### src/rtl/lite16_pkg.sv
// LITE-16 shared constants: word width, register address width, register
// count and symbolic register indices used by the decoder and register file.
package lite16_pkg;

    localparam int WORD_W     = 16;
    localparam int REG_ADDR_W = 3;
    localparam int NUM_REGS   = 8;

    localparam logic [REG_ADDR_W-1:0] R0 = 3'd0;
    localparam logic [REG_ADDR_W-1:0] R1 = 3'd1;
    localparam logic [REG_ADDR_W-1:0] R2 = 3'd2;
    localparam logic [REG_ADDR_W-1:0] R3 = 3'd3;
    localparam logic [REG_ADDR_W-1:0] R4 = 3'd4;
    localparam logic [REG_ADDR_W-1:0] R5 = 3'd5;
    localparam logic [REG_ADDR_W-1:0] R6 = 3'd6;
    localparam logic [REG_ADDR_W-1:0] R7 = 3'd7;

endpackage

### src/rtl/regfile_read_port.sv
// One registered read port of the LITE-16 register file. Selects the
// zero register, the write-through bypass, or stored data, and registers
// the result together with a one-cycle valid pulse.
//
// Handshake: the port is always ready. A cycle with i_req=1 at a rising
// edge is an accepted request; o_valid is high for exactly the following
// cycle and o_data carries the selected value. o_data holds when idle.
module regfile_read_port
    import lite16_pkg::*;
#(
    parameter int WIDTH    = lite16_pkg::WORD_W,
    parameter int NUM_REGS = lite16_pkg::NUM_REGS,
    parameter int ADDR_W   = lite16_pkg::REG_ADDR_W,
    parameter int ZERO_REG = 1
) (
    input  logic                      clk,
    input  logic                      rst_n,
    input  logic                      i_req,
    input  logic [ADDR_W-1:0]         i_addr,
    input  logic [NUM_REGS*WIDTH-1:0] i_mem_flat,
    input  logic                      i_we,
    input  logic [ADDR_W-1:0]         i_waddr,
    input  logic [WIDTH-1:0]          i_wdata,
    output logic [WIDTH-1:0]          o_data,
    output logic                      o_valid
);

    // A power-of-two register count means every address is legal.
    localparam bit FULL_RANGE = ((1 << ADDR_W) == NUM_REGS);

    logic [WIDTH-1:0] w_words [NUM_REGS-1:0];
    logic             w_in_range;
    logic [WIDTH-1:0] w_sel;
    logic [WIDTH-1:0] r_data;
    logic             r_valid;

    genvar g;
    generate
        for (g = 0; g < NUM_REGS; g++) begin : g_unflat
            assign w_words[g] = i_mem_flat[g*WIDTH +: WIDTH];
        end
    endgenerate

    assign w_in_range = FULL_RANGE || (32'(i_addr) < 32'(NUM_REGS));

    // Operand select: zero register beats bypass, bypass beats storage.
    always_comb begin
        w_sel = '0;
        if ((ZERO_REG != 0) && (i_addr == '0)) begin
            w_sel = '0;
        end else if (!w_in_range) begin
            w_sel = '0;
        end else if (i_we && (i_waddr == i_addr)) begin
            w_sel = i_wdata;
        end else begin
            w_sel = w_words[i_addr];
        end
    end

    // Output register: capture on request, pulse valid, hold data when idle.
    always_ff @(posedge clk or negedge rst_n) begin
        if (!rst_n) begin
            r_data  <= '0;
            r_valid <= 1'b0;
        end else begin
            r_valid <= i_req;
            if (i_req) begin
                r_data <= w_sel;
            end
        end
    end

    assign o_data  = r_data;
    assign o_valid = r_valid;

endmodule

### src/rtl/register_file.sv
// LITE-16 general-purpose register file: storage array with one synchronous
// write port and two independent registered read ports (A and B) with
// write-through bypass and an optional hardwired-zero R0.
module register_file
    import lite16_pkg::*;
#(
    parameter int WIDTH    = lite16_pkg::WORD_W,
    parameter int NUM_REGS = lite16_pkg::NUM_REGS,
    parameter int ADDR_W   = lite16_pkg::REG_ADDR_W,
    parameter int ZERO_REG = 1
) (
    input  logic              clk,
    input  logic              rst_n,
    input  logic              we,
    input  logic [ADDR_W-1:0] waddr,
    input  logic [WIDTH-1:0]  wdata,
    input  logic              ra_req,
    input  logic [ADDR_W-1:0] ra_addr,
    output logic [WIDTH-1:0]  ra_data,
    output logic              ra_valid,
    input  logic              rb_req,
    input  logic [ADDR_W-1:0] rb_addr,
    output logic [WIDTH-1:0]  rb_data,
    output logic              rb_valid
);

    // ADDR_W is expected to equal clog2(NUM_REGS).
    localparam bit FULL_RANGE = ((1 << ADDR_W) == NUM_REGS);

    logic [WIDTH-1:0]          r_mem [NUM_REGS-1:0];
    logic [NUM_REGS*WIDTH-1:0] w_mem_flat;
    logic                      w_wr_ok;

    genvar g;
    generate
        for (g = 0; g < NUM_REGS; g++) begin : g_flat
            assign w_mem_flat[g*WIDTH +: WIDTH] = r_mem[g];
        end
    endgenerate

    // Writes to R0 (when hardwired) and to nonexistent registers are dropped.
    assign w_wr_ok = (FULL_RANGE || (32'(waddr) < 32'(NUM_REGS)))
                  && !((ZERO_REG != 0) && (waddr == '0));

    // Storage write port; reset clears every register.
    always_ff @(posedge clk or negedge rst_n) begin
        if (!rst_n) begin
            for (int i = 0; i < NUM_REGS; i++) begin
                r_mem[i] <= '0;
            end
        end else if (we && w_wr_ok) begin
            r_mem[waddr] <= wdata;
        end
    end

    regfile_read_port #(
        .WIDTH    (WIDTH),
        .NUM_REGS (NUM_REGS),
        .ADDR_W   (ADDR_W),
        .ZERO_REG (ZERO_REG)
    ) u_port_a (
        .clk        (clk),
        .rst_n      (rst_n),
        .i_req      (ra_req),
        .i_addr     (ra_addr),
        .i_mem_flat (w_mem_flat),
        .i_we       (we),
        .i_waddr    (waddr),
        .i_wdata    (wdata),
        .o_data     (ra_data),
        .o_valid    (ra_valid)
    );

    regfile_read_port #(
        .WIDTH    (WIDTH),
        .NUM_REGS (NUM_REGS),
        .ADDR_W   (ADDR_W),
        .ZERO_REG (ZERO_REG)
    ) u_port_b (
        .clk        (clk),
        .rst_n      (rst_n),
        .i_req      (rb_req),
        .i_addr     (rb_addr),
        .i_mem_flat (w_mem_flat),
        .i_we       (we),
        .i_waddr    (waddr),
        .i_wdata    (wdata),
        .o_data     (rb_data),
        .o_valid    (rb_valid)
    );

endmodule
### config.mk
export PLATFORM = sky130hd
export DESIGN_NAME = register_file
export DESIGN_NICKNAME = d
export VERILOG_FILES = /design/src/rtl/lite16_pkg.sv /design/src/rtl/regfile_read_port.sv /design/src/rtl/register_file.sv
export SDC_FILE = /design/constraint.sdc
export NUM_CORES = 1
export LEC_CHECK = 0
export BUFFER_PORTS_ARGS = -buffer_cell sky130_fd_sc_hd__buf_2
export CAP_MARGIN = 20
export CORE_MARGIN = 1
export CORE_UTILIZATION = 40
export CTS_CLUSTER_DIAMETER = 150
export CTS_CLUSTER_SIZE = 24
export DETAILED_ROUTE_END_ITERATION = 6
export HOLD_SLACK_MARGIN = 0.03
export RECOVER_POWER = 100
export SKIP_LAST_GASP = 1
export SLEW_MARGIN = 20
export SYNTH_ARGS = -nofsm -noshare
export SYNTH_HDL_FRONTEND = slang
export SYNTH_SLANG_ARGS = --single-unit
### constraint.sdc
create_clock -name clk -period 3.6 [get_ports clk]
set_input_delay 0.18 -clock clk [delete_from_list [all_inputs] [get_ports clk]]
set_output_delay 0.18 -clock clk [all_outputs]
set_load 0.05 [all_outputs]
### Word level (Yosys, flattened, before mapping)

Cells that the tools add are included.

* register bits after elaboration: 162
* input port bits: 30
* output and inout port bits: 34
* word-level logic and storage cells: 37

* order comparisons: 4
* eq/ne operators: 2
* mux-type cells: 11
* reductions and logical operators: 8

Operators with widths (number)
* bitwise mux 128 bit: 1
* 2-to-1 mux 16 bit: 7
* binary-select mux 16 bit (select 3 bit): 2
* demux 16 bit (select 3 bit): 1
* less-than comparator 3 x 4 -> 1 bit (second input constant): 3
* logical NOT 3 bit: 3
* == test 3 bit: 2
* logical AND 1 bit: 4
* >= comparator 3 x 1 -> 1 bit (second input constant): 1
* logical NOT 1 bit: 1

### Depth between registers and ports, before layout

* depth in word-level cells: 5
* gate-level depth with buffers: 7
* mapped depth without buffers: 4

### By module

Synthesis repeated with hierarchy kept, for this count alone.

* cell total of the unflattened synthesis: 517
* area total of the unflattened synthesis: 8605.8 um^2

By module, submodules not included
* register_file: times used 1, cells each 277, area each 4924.7 um^2, seq. area each 3203.1 um^2
* regfile_read_port: times used 2, cells each 120, area each 1840.5 um^2, seq. area each 425.4 um^2

### Worst setup path after synthesis

OpenSTA, ideal clock, no wires.

* kind: input to register
* start: in rb_addr[2]
* end: reg u_port_b.r_data[13] (netlist: u_port_b.o_data[13])
* setup time: 126 ps
* arrival time: 1554 ps
* required time: 3474 ps
* slack: 1920 ps
* cell stages on the path: 5
* path buffers: 2
* cells stage by stage: buf_2 clkbuf_1 mux4_2 mux2_2 a221o_1

* longest elaborated chain between the ends: 4
* elaborated cells between the ends (all ways): 7
* those cells by class: eq/ne: 1; mux: 4; reduce/logical: 2

Ends and longest elaborated chain
* start: declaration: line register_file.sv:22 `input logic [ADDR_W-1:0] rb_addr,`
* binary-select mux 16 bit (select 3 bit) / == test 3 bit (equally long branches): line regfile_read_port.sv:56, regfile_read_port.sv:53
* 2-to-1 mux 16 bit (not written as such) / logical AND 1 bit (equally long branches): line regfile_read_port.sv:56, regfile_read_port.sv:53
* 2-to-1 mux 16 bit: line regfile_read_port.sv:53 `end else if (i_we && (i_waddr == i_addr)) begin`
* 2-to-1 mux 16 bit *: line regfile_read_port.sv:49 `if ((ZERO_REG != 0) && (i_addr == '0)) begin`
* end signal: assignment: line regfile_read_port.sv:68 `r_data <= w_sel;`
* end: declaration: line regfile_read_port.sv:34 `logic [WIDTH-1:0] r_data;`

Every way passes the cells marked *; elsewhere a longest branch is shown, timed or not. The select of a mux whose other input is x is not followed.
A chain may end at the register's enable or synchronous reset.

==> impl_metrics.json <==
{
  "status": "completed",
  "fin_crit_ns": 2.36,
  "whs_endpoint": "u_port_a.o_data[8]",
  "multi_input_area_um2": 3980,
  "hp-start": "wdata[8]",
  "initial_utilization_pct": 40.9,
  "setup_slack_ns": 1.24,
  "cts_tree": "built",
  "reg2reg_slack_ns": 1.96,
  "routed_via_density": 5.94,
  "clockBufferDepth": 2,
  "clk_pin_slew_worst_paths_ns": 0.06,
  "reg2reg_to": "u_port_b.o_data[5]",
  "ys_seq_area_share_pct": 48.8,
  "cts_htree_levels": 4,
  "grt_usage_pct": 19.7,
  "worst_path_largest_cell_delay_ns": 0.96,
  "hold_viol": 0,
  "drc_errors": 0,
  "critical_path_buf_inv_count": 2,
  "syn_to_final_growth_pct": 12.3,
  "synthCells": 516,
  "grt_start_max_net_pins": 101,
  "max-slew-margin-rel_pct": 4.66,
  "min_delay_path_depth": 2,
  "postCtsResizedCells": 0,
  "drt_iter0_drc": 382,
  "cts_sinks": 162,
  "insertion_delay_ns": 0.42,
  "crit_chain": "clkbuf_1, o31ai_1, a31oi_1, buf_4, a221o_1",
  "crit_path_top_delay_cell": "clkbuf_1",
  "synth_cell_types": 23,
  "die_y_um": 146,
  "place_ws_ns": 1.31,
  "die_width_um": 146,
  "ant_nets": 0,
  "io_pins": 64,
  "finalMaxSlewViolations": 0,
  "grt_pass1_vias": 5188,
  "setup_viol": 0,
  "cap_violations": 0,
  "grt-ovfl-total": 0,
  "grt_antenna_before_repair": 0,
  "dr.pass1.iters": 4,
  "clock_skew_ns": 0.00743,
  "setup_tns_ns": 0,
  "crit_required_ns": 3.96,
  "cts_setup_buffers": 0,
  "core_area_um2": 20300,
  "timing.fmax_ghz": 0.423,
  "worstPathArrival_ns": 2.72,
  "ff_latch_area_um2": 4050,
  "ir_worst_vdd_mv": 0.279,
  "dpl.hpwl_mm": 12.2,
  "rows": 52,
  "path_max_fanout": 19,
  "period_share_pct": 65.6,
  "place_congestion": 0.724,
  "yosysWarnings": 0,
  "fillers": 1845,
  "p_per_area_nw_per_um2": 589,
  "die-area_um2": 21400,
  "grt_setup_unrepaired": "false",
  "worst_slew_pin_slew_ns": 1.43,
  "ys_seq_elements": 162,
  "r2r_cells": 3,
  "wl_per_cell_um": 24.2,
  "synth_fp_nets": 546,
  "vias": 5009,
  "drive_gt1_share_pct": 38.6,
  "cts_inserted_buffers": 17,
  "finalWirelength_mm": 20.4,
  "num-nets-final": 590,
  "critPathLaunchType": "primary input",
  "crit_path_end_kind": "flop",
  "leakage_uw": 0.00401,
  "synth_area_per_cell_um2": 16.1,
  "port_buffers": 63,
  "r2r-start": "r_mem[53]",
  "root_buffer": "clkbuf_16",
  "n_antenna_cell": 0,
  "critPathKind": "primary input to flop",
  "syn_area_um2": 8310,
  "grt_first_pass_wirelength_mm": 31.3,
  "crit_family": "buffers and inverters",
  "hold_buffers": 1,
  "hp-class": "primary input to flop"
}
## synth_stat cells
| master | count | area, um2 |
|---|---|---|
| nor4bb_1 | 2 | 20.0 |
| a221o_1 | 32 | 320 |
| buf_1 | 2 | 7.51 |
| nor3_2 | 1 | 10.0 |
| clkbuf_1 | 31 | 116 |
| nor2b_1 | 33 | 206 |
| o21bai_1 | 1 | 7.51 |
| dfrtp_1 | 162 | 4050 |
| and4_1 | 1 | 8.76 |
| nand2_1 | 2 | 7.51 |
| nand4b_1 | 3 | 26.3 |
| nor2_1 | 2 | 7.51 |
| xnor2_1 | 4 | 35.0 |
| mux2_2 | 144 | 1620 |
| o21ai_0 | 1 | 5.00 |
| nand4_1 | 2 | 12.5 |
| xor2_1 | 2 | 17.5 |
| mux4_2 | 14 | 315 |
| o31ai_1 | 2 | 15.0 |
| buf_2 | 15 | 75.1 |
| mux4_1 | 50 | 1310 |
| buf_6 | 9 | 101 |
| a31oi_1 | 1 | 6.26 |
## kinds of logic (layout without fill, tap and decap cells)
logic type      count (synthesis)  count (layout)  synth area share (%)
simple gates                   46              46                  3.60
flops                         162             162                  48.8
mux                           208             208                  39.1
buf+inv                        57             114                  3.61
compound gates                 37              37                  4.26
xor+xnor                        6               6                 0.632
## worst max-delay path by stage
stage | to | slack [ns] | depth (start not counted) | startpoint
after floorplan | u_port_b.o_data[13] | 1.92 | 5 | rb_addr[2]
after global placement | u_port_a.o_data[10] | 1.37 | 5 | ra_addr[1]
after detailed placement | u_port_a.o_data[4] | 1.31 | 5 | ra_addr[1]
after CTS | u_port_a.o_data[4] | 1.76 | 5 | ra_addr[1]
after global routing | u_port_a.o_data[15] | 1.06 | 5 | ra_req
final | u_port_a.o_data[15] | 1.24 | 5 | ra_req
## metrics by stage
step           util, %  total power, uW  instances  cell area [um2]  hold WS, ns
2_1_floorplan        -             3460        516             8310       -0.116
3_3_place_gp      43.7             3800        810             8870        0.342
3_5_place_dp      43.7             3860        810             8870        0.361
4_1_cts           46.5             5560        843             9430        0.107
5_1_grt           46.0             5730        843             9340        0.119
6_report          46.0             5500        843             9340        0.119
## layout by cell type (no fill, tap or decap), drive strengths merged, types with 3 or more instances in the layout
cell type and instances:
clkbuf 77, buf 33, dfrtp 162, mux2 144
nand4b 3, a221o 32, nor2b 33, xnor2 4
mux4 64
## cell type report
class / count / share of cell area (%)
sequential: 162 / 43.4
clock buffer: 29 / 5.79
timing repair buffer: 82 / 4.34
multi-input combinational: 297 / 42.6
tap: 270 / 3.62
clock inverter: 3 / 0.188
## sequential cells by signal, summed over array words and instances (netlist names)
| register | cells |
|---|---|
| r_mem | 128 |
| u_port_a.o_valid | 1 |
| u_port_a.o_data | 16 |
| u_port_b.o_valid | 1 |
| u_port_b.o_data | 16 |
## layer usage
| metal | part of all wire (%) | track usage [%] | wire length, um | vias to the layer above |
|---|---|---|---|---|
| li1 | - | - | - | 2139 |
| met1 | 42 | 24.9 | 8610 | 2719 |
| met2 | 52 | 34.1 | 10700 | 125 |
| met3 | 3.5 | 3.72 | 714 | 26 |
| met4 | 1.8 | 6.46 | 373 | 0 |
| met5 | 0 | 0 | 0 | - |
## where the power goes
group	switching, uW	internal (uW)
Clock	690	1010
Combinational	694	667
Sequential	247	2190
(Power assumes the default switching activity.)
